File: config.mk
export PLATFORM = sky130hd
export DESIGN_NAME = led_pattern_gen
export DESIGN_NICKNAME = d
export VERILOG_FILES = /design/src/rtl/led_pattern_gen.sv
export SDC_FILE = /design/constraint.sdc
export NUM_CORES = 1
export LEC_CHECK = 0
export ABC_AREA = 1
export ABC_CLOCK_PERIOD_IN_PS = 2700
export CORE_ASPECT_RATIO = 1.2
export CORE_MARGIN = 3
export CORE_UTILIZATION = 56
export DETAILED_ROUTE_END_ITERATION = 7
export MAX_ROUTING_LAYER = met4
export PLACE_DENSITY = 0.81
export SYNTH_ARGS = -nofsm -noshare
export SYNTH_HDL_FRONTEND = slang
export SYNTH_SLANG_ARGS = --single-unit
File: constraint.sdc
create_clock -name clk -period 2.7 [get_ports clk]
set_clock_uncertainty 0.2 [all_clocks]
set_input_delay 0.27 -clock clk [delete_from_list [all_inputs] [get_ports clk]]
set_output_delay 0.27 -clock clk [all_outputs]
set_load 0.03 [all_outputs]
File: src/rtl/led_pattern_gen.sv
// Run-time selectable LED pattern sequencer with a programmable step-rate prescaler.
// One output bit per LED; q, step and wrap are registered.
module led_pattern_gen #(
  parameter int unsigned WIDTH = 8,
  parameter int unsigned DIV_W = 24
) (
  input  logic             clk,
  input  logic             rst,
  input  logic             en,
  input  logic [2:0]       mode,
  input  logic [DIV_W-1:0] div,
  output logic [WIDTH-1:0] q,
  output logic             step,
  output logic             wrap
);

  localparam logic [2:0] ModeFillL  = 3'd0;
  localparam logic [2:0] ModeFillR  = 3'd1;
  localparam logic [2:0] ModeDotL   = 3'd2;
  localparam logic [2:0] ModeDotR   = 3'd3;
  localparam logic [2:0] ModeBounce = 3'd4;
  localparam logic [2:0] ModeBlink  = 3'd5;

  typedef enum logic {DirUp, DirDown} dir_e;

  logic [WIDTH-1:0] q_q, q_d, q_adv;
  logic [2:0]       mode_q, mode_d;
  logic [DIV_W-1:0] cnt_q, cnt_d;
  dir_e             dir_q, dir_d, dir_adv;
  logic             step_q, step_d;
  logic             wrap_q, wrap_d;
  logic             tick;

  function automatic logic [WIDTH-1:0] start_of(input logic [2:0] m);
    logic [WIDTH-1:0] s;
    s = '0;
    case (m)
      ModeDotL, ModeBounce: s[0] = 1'b1;
      ModeDotR:             s[WIDTH-1] = 1'b1;
      default:              s = '0;
    endcase
    return s;
  endfunction

  // Next pattern value, assuming the current mode stays selected.
  always_comb begin
    q_adv   = q_q;
    dir_adv = dir_q;
    case (mode_q)
      ModeFillR: q_adv = (q_q == '1) ? '0 : {1'b1, q_q[WIDTH-1:1]};
      ModeDotL:  q_adv = {q_q[WIDTH-2:0], q_q[WIDTH-1]};
      ModeDotR:  q_adv = {q_q[0], q_q[WIDTH-1:1]};
      ModeBounce: begin
        if (dir_q == DirUp) begin
          q_adv = q_q << 1;
          if (q_adv[WIDTH-1]) dir_adv = DirDown;
        end else begin
          q_adv = q_q >> 1;
          if (q_adv[0]) dir_adv = DirUp;
        end
      end
      ModeBlink: q_adv = ~q_q;
      default:   q_adv = (q_q == '1) ? '0 : {q_q[WIDTH-2:0], 1'b1};
    endcase
  end

  always_comb begin
    mode_d = mode_q;
    q_d    = q_q;
    cnt_d  = cnt_q;
    dir_d  = dir_q;
    step_d = 1'b0;
    wrap_d = 1'b0;
    tick   = en && (cnt_q >= div);

    // A mode change wins over a tick on the same edge and discards it.
    if (mode != mode_q) begin
      mode_d = mode;
      q_d    = start_of(mode);
      cnt_d  = '0;
      dir_d  = DirUp;
    end else if (tick) begin
      cnt_d  = '0;
      q_d    = q_adv;
      dir_d  = dir_adv;
      step_d = 1'b1;
      wrap_d = (q_adv == start_of(mode_q)) && ((mode_q != ModeBounce) || (dir_adv == DirUp));
    end else if (en) begin
      cnt_d = cnt_q + DIV_W'(1);
    end
  end

  always_ff @(posedge clk) begin
    if (rst) begin
      q_q    <= '0;
      mode_q <= ModeFillL;
      cnt_q  <= '0;
      dir_q  <= DirUp;
      step_q <= 1'b0;
      wrap_q <= 1'b0;
    end else begin
      q_q    <= q_d;
      mode_q <= mode_d;
      cnt_q  <= cnt_d;
      dir_q  <= dir_d;
      step_q <= step_d;
      wrap_q <= wrap_d;
    end
  end

  assign q    = q_q;
  assign step = step_q;
  assign wrap = wrap_q;

endmodule

### Word-level counts from Yosys, hierarchy flattened

Cells that the tools add are included.
W data, S select, Z words.

* output and inout bits: 10
* word-level logic and storage cells: 54
* bits of input ports: 30
* register bits: 38

* bitwise logic cells: 3
* reductions and logical operators: 9
* $add $sub $neg: 1
* equality and inequality tests: 12
* mux-type cells: 21
* magnitude comparators: 1

Operator list (count)
* $mux W8: 5
* $pmux W8 S5: 1
* $add A24 B1 Y24 const B: 1
* $ge A24 B24 Y1: 1
* $mux W1: 13
* $eq A3 B2 Y1 const B: 4
* $mux W6: 2
* $eq A3 B3 Y1 const B: 3
* $eq A8 B8 Y1: 1
* $eq A8 B8 Y1 const B: 1
* $not A8 Y8: 1
* $reduce_or A2 Y1: 3
* $reduce_or A3 Y1: 2
* $eq A3 B1 Y1 const B: 1
* $ne A3 B3 Y1: 1
* $ne A3 B3 Y1 const B: 1
* $logic_and A1 B1 Y1: 2
* $not A1 Y1: 2
* $reduce_bool A2 Y1: 1
* $logic_or A1 B1 Y1: 1

### Logic depth before layout (Yosys ltp)

* depth after elaboration: 7
* mapped depth: 15
* depth with buffers taken out: 15

### Least setup slack after synthesis

OpenSTA, ideal clock, no wires.

* path type: register to register
* start point: reg cnt_q[7]
* end point: reg cnt_q[22]
* slack: 791 ps
* buffers on the path: 1
* setup time: 70 ps
* arrival: 1639 ps
* required time: 2430 ps
* stages on the path, launching flop included: 11
* clock period less this slack: 1909 ps
* cells stage by stage: dfxtp_1 > ha_1 > a21o_1 > nor2_1 > nand2_1 > nand2_1 > nand4_2 > nand2_2 > nand2_2 > buf_4 > a21oi_1

* cells in the longest elaborated chain, start to end: 3
* elaborated cells between the ends (all ways): 4
* those cells by class: add/sub (1); order compare (1); reduce/logical (2)

Ends and longest elaborated chain
* start: declaration: RTL line 28 `logic [DIV_W-1:0] cnt_q, cnt_d;`
* start signal: assignment: RTL line 104 `cnt_q <= cnt_d;`
* $ge A24 B24 Y1: RTL line 74 `tick = en && (cnt_q >= div);`
* $logic_and A1 B1 Y1: RTL line 74
* $reduce_or A3 Y1 (no line)

Several ways; a longest one is shown, not always the timed one.
A chain may end at the register's enable or synchronous reset.

### Worst setup path in the final report

* start point: in div[23]
* end point: reg cnt_q[0]

* cells in the longest elaborated chain, start to end: 3

Ends and longest elaborated chain
* start: declaration: RTL line 11 `input logic [DIV_W-1:0] div,`
* $ge A24 B24 Y1: RTL line 74
* $logic_and A1 B1 Y1: RTL line 74
* $reduce_or A3 Y1 (no line)

No other way between the ends.

==> results.cfg <==
[outcome]
outcome = completed

[synth]
synthesis.area_mm2 = 0.003050
synth_area_per_cell_um2 = 6.342
ys_ff_latch = 38
seq_area_frac_synth = 0.2494
synth_nets = 536
synth_edf_count = 0
ys_warn_count = 0
synthCells = 481
synth_cell_types = 34
synthFlopType = dfxtp_1
async_reset_ff_frac = 0

[timing]
fmax_ghz = 0.4183
holdWs_ns = 0.3117
finalMaxSlewViolations = 0
min_period_ns = 2.391
setup_tns_ns = 0
hold_viol = 0
tightest_slew_ns = 0.4915
max-slew-margin-rel = 0.6712
finalSetupViolCount = 0
rsz0062_at_grt = no
period_share = 0.8855

[min_path]
min_path_type = reg2reg
min_from = cnt_q[22]$_SDFFE_PP0P_
whs_endpoint = cnt_q[22]$_SDFFE_PP0P_
whs_path_depth = 2

[worst_setup_path]
cp-start-kind = input port
rr_worst_depth = 10
reg2reg_from = cnt_q[15]$_SDFFE_PP0P_
cp.arrival_ns = 2.39
cp_max_fo = 24
end_kind = flop
r2r_slack_ns = 0.43
critPathKind = in2reg
rr_endpoint = cnt_q[0]$_SDFFE_PP0P_
cp_data_required_time_ns = 2.70

[drt]
drtAntennaViolNets = 0
drc = 0
first_iter_violations = 196
wl_um = 7047
post_drt_wl_per_cell_um = 12.17
via_per_inst = 5.337
dr.pass1.iters = 6
vias = 3090

[grt]
grt_start_max_net_pins = 25
overflow = 0
grt_use_total = 0.2489
antenna_found_initial = 0
grt_pass1_vias = 3005
grt_pass1_wl_um = 12500

[cells_and_area]
n_fill_cell = 463
multi_input_area_mm2 = 0.001934
area_growth_pct = 16.32
final_core_util = 0.6985
nets = 573
drive_gt1_frac = 0.08285
n_antenna_cell = 0
ff_latch_area_um2 = 760.7

[clock_network]
root_buffer = clkbuf_8
cts_setup_buffers = 0
cts_tree = done
cts_inserted_buffers = 5
cts.htree.levels = 2
worst_skew_pair.late_latency_ns = 0.29
clk_path_buf_depth = 2
cts.repair.resized = 0
clk_pin_slew_ns = 0.07
ctsHoldBuffers = 0
cts.sinks = 38

[floorplanning]
dieArea_mm2 = 0.006373
core_area_mm2 = 0.005080
fp.dieH_um = 86.85
num_rows = 28
num_io_pins = 40
chipWidth_um = 73.38
initial_core_util = 0.6005

[placement]
dp_hpwl_um = 5547
place_congestion = 0.9163
io_buffers = 39

[pwr]
leakage_nw = 1.628
power_density_mw_per_mm2 = 318.8
peakVddDrop_v = 0.0002278

[flow_run]
maxCapViolations = 0
## layer usage
| metal | global-route usage | up-vias | share of wire |
|---|---|---|---|
| met5 | - | - | 0 |
| met4 | 0.07908 | 0 | 0.018 |
| met3 | 0.03695 | 13 | 0.046 |
| met2 | 0.4589 | 95 | 0.53 |
| met1 | 0.2692 | 1387 | 0.41 |
| li1 | - | 1595 | - |
## power breakdown
part / internal [mW] / leakage (nW) / total, mW / switching, mW
registers: 0.564 / 0.307 / 0.575 / 0.0103
logic: 0.0747 / 1.27 / 0.156 / 0.0817
clock network: 0.206 / 0.0482 / 0.400 / 0.194
## stage by stage
step                instance area (um^2)  instances  power, mW  setup WS (ns)
floorplan                           3050        481     0.6806         0.7909
global placement                    3457        571     0.7386         0.1492
detailed placement                  3457        571     0.7437        0.05828
CTS                                 3548        579      1.138         0.3212
global route                        3548        579      1.185         0.1100
finish                              3548        579      1.131         0.3092
## how the worst max path moves through the flow
stage	from	to	slack (ns)
after floorplan	cnt_q[7]$_SDFFE_PP0P_	cnt_q[22]$_SDFFE_PP0P_	0.79
after global placement	div[21]	cnt_q[12]$_SDFFE_PP0P_	0.15
after detailed placement	div[23]	cnt_q[0]$_SDFFE_PP0P_	0.06
after CTS	div[23]	cnt_q[0]$_SDFFE_PP0P_	0.32
after global routing	div[19]	cnt_q[12]$_SDFFE_PP0P_	0.11
final	div[23]	cnt_q[0]$_SDFFE_PP0P_	0.31
## cell usage in the layout (no fill, tap or decap), drive strengths merged
cell type      instances
nor2                  81
nor4                   2
nor3b                  2
nand3b                 3
nand4                 12
a31oi                  1
o22ai                  1
a21oi                 22
or2                    1
xnor2                  7
buf                    3
clkinv                 1
inv                   73
o211ai                 1
clkdlybuf4s50         39
nand3                 38
nor3                  13
a21o                   2
dfxtp                 38
nand2                126
o21ai                 12
clkbuf                 7
and3                   1
xor2                   8
ha                    25
## Yosys cell counts, types with 7 or more instances
library cell | count | area, um^2
a21oi_1 | 22 | 110.1
nor2_2 | 12 | 75.07
nor2_1 | 69 | 259.0
xnor2_1 | 7 | 61.31
o21ai_0 | 11 | 55.05
nand2_1 | 120 | 450.4
dfxtp_1 | 38 | 760.7
nand3_1 | 34 | 170.2
ha_1 | 25 | 312.8
inv_1 | 69 | 259.0
nor3_1 | 10 | 50.05
xor2_1 | 8 | 70.07
nand4_1 | 11 | 68.82
## kinds of logic after synthesis
| family | after synthesis | synth area share |
|---|---|---|
| buffers and inverters | 85 | 0.1165 |
| DFF | 38 | 0.2494 |
| xor gates and xnor gates | 15 | 0.04307 |
| and+or+nand+nor | 279 | 0.4213 |
| adders and majority gates | 25 | 0.1025 |
| AOI/OAI and AO/OA | 39 | 0.06727 |
## worst max-delay path, cell delays in order
cell             delay (ns)
clkdlybuf4s50_1        0.45
inv_1                  0.04
ha_1                   0.30
a21oi_1                0.15
o21ai_0                0.10
nor2_1                 0.19
nand4_2                0.20
nand2_2                0.12
nand2_2                0.29
a21oi_1                0.29
## cell type report
class,instances,share of cell area
Timing Repair Buffer,42,0.1164
Tap cell,60,0.02116
Clock buffer,7,0.02433
Multi-Input combinational cell,358,0.5451
Clock inverter,1,0.001410
Inverter,73,0.07722
Sequential cell,38,0.2144
## state kept, by name, indices dropped and copies added (netlist names)
register and cells:
cnt_q 24, q 8, dir_q 1, wrap 1, step 1, mode_q 3
Power figures use the tool's default switching activity.
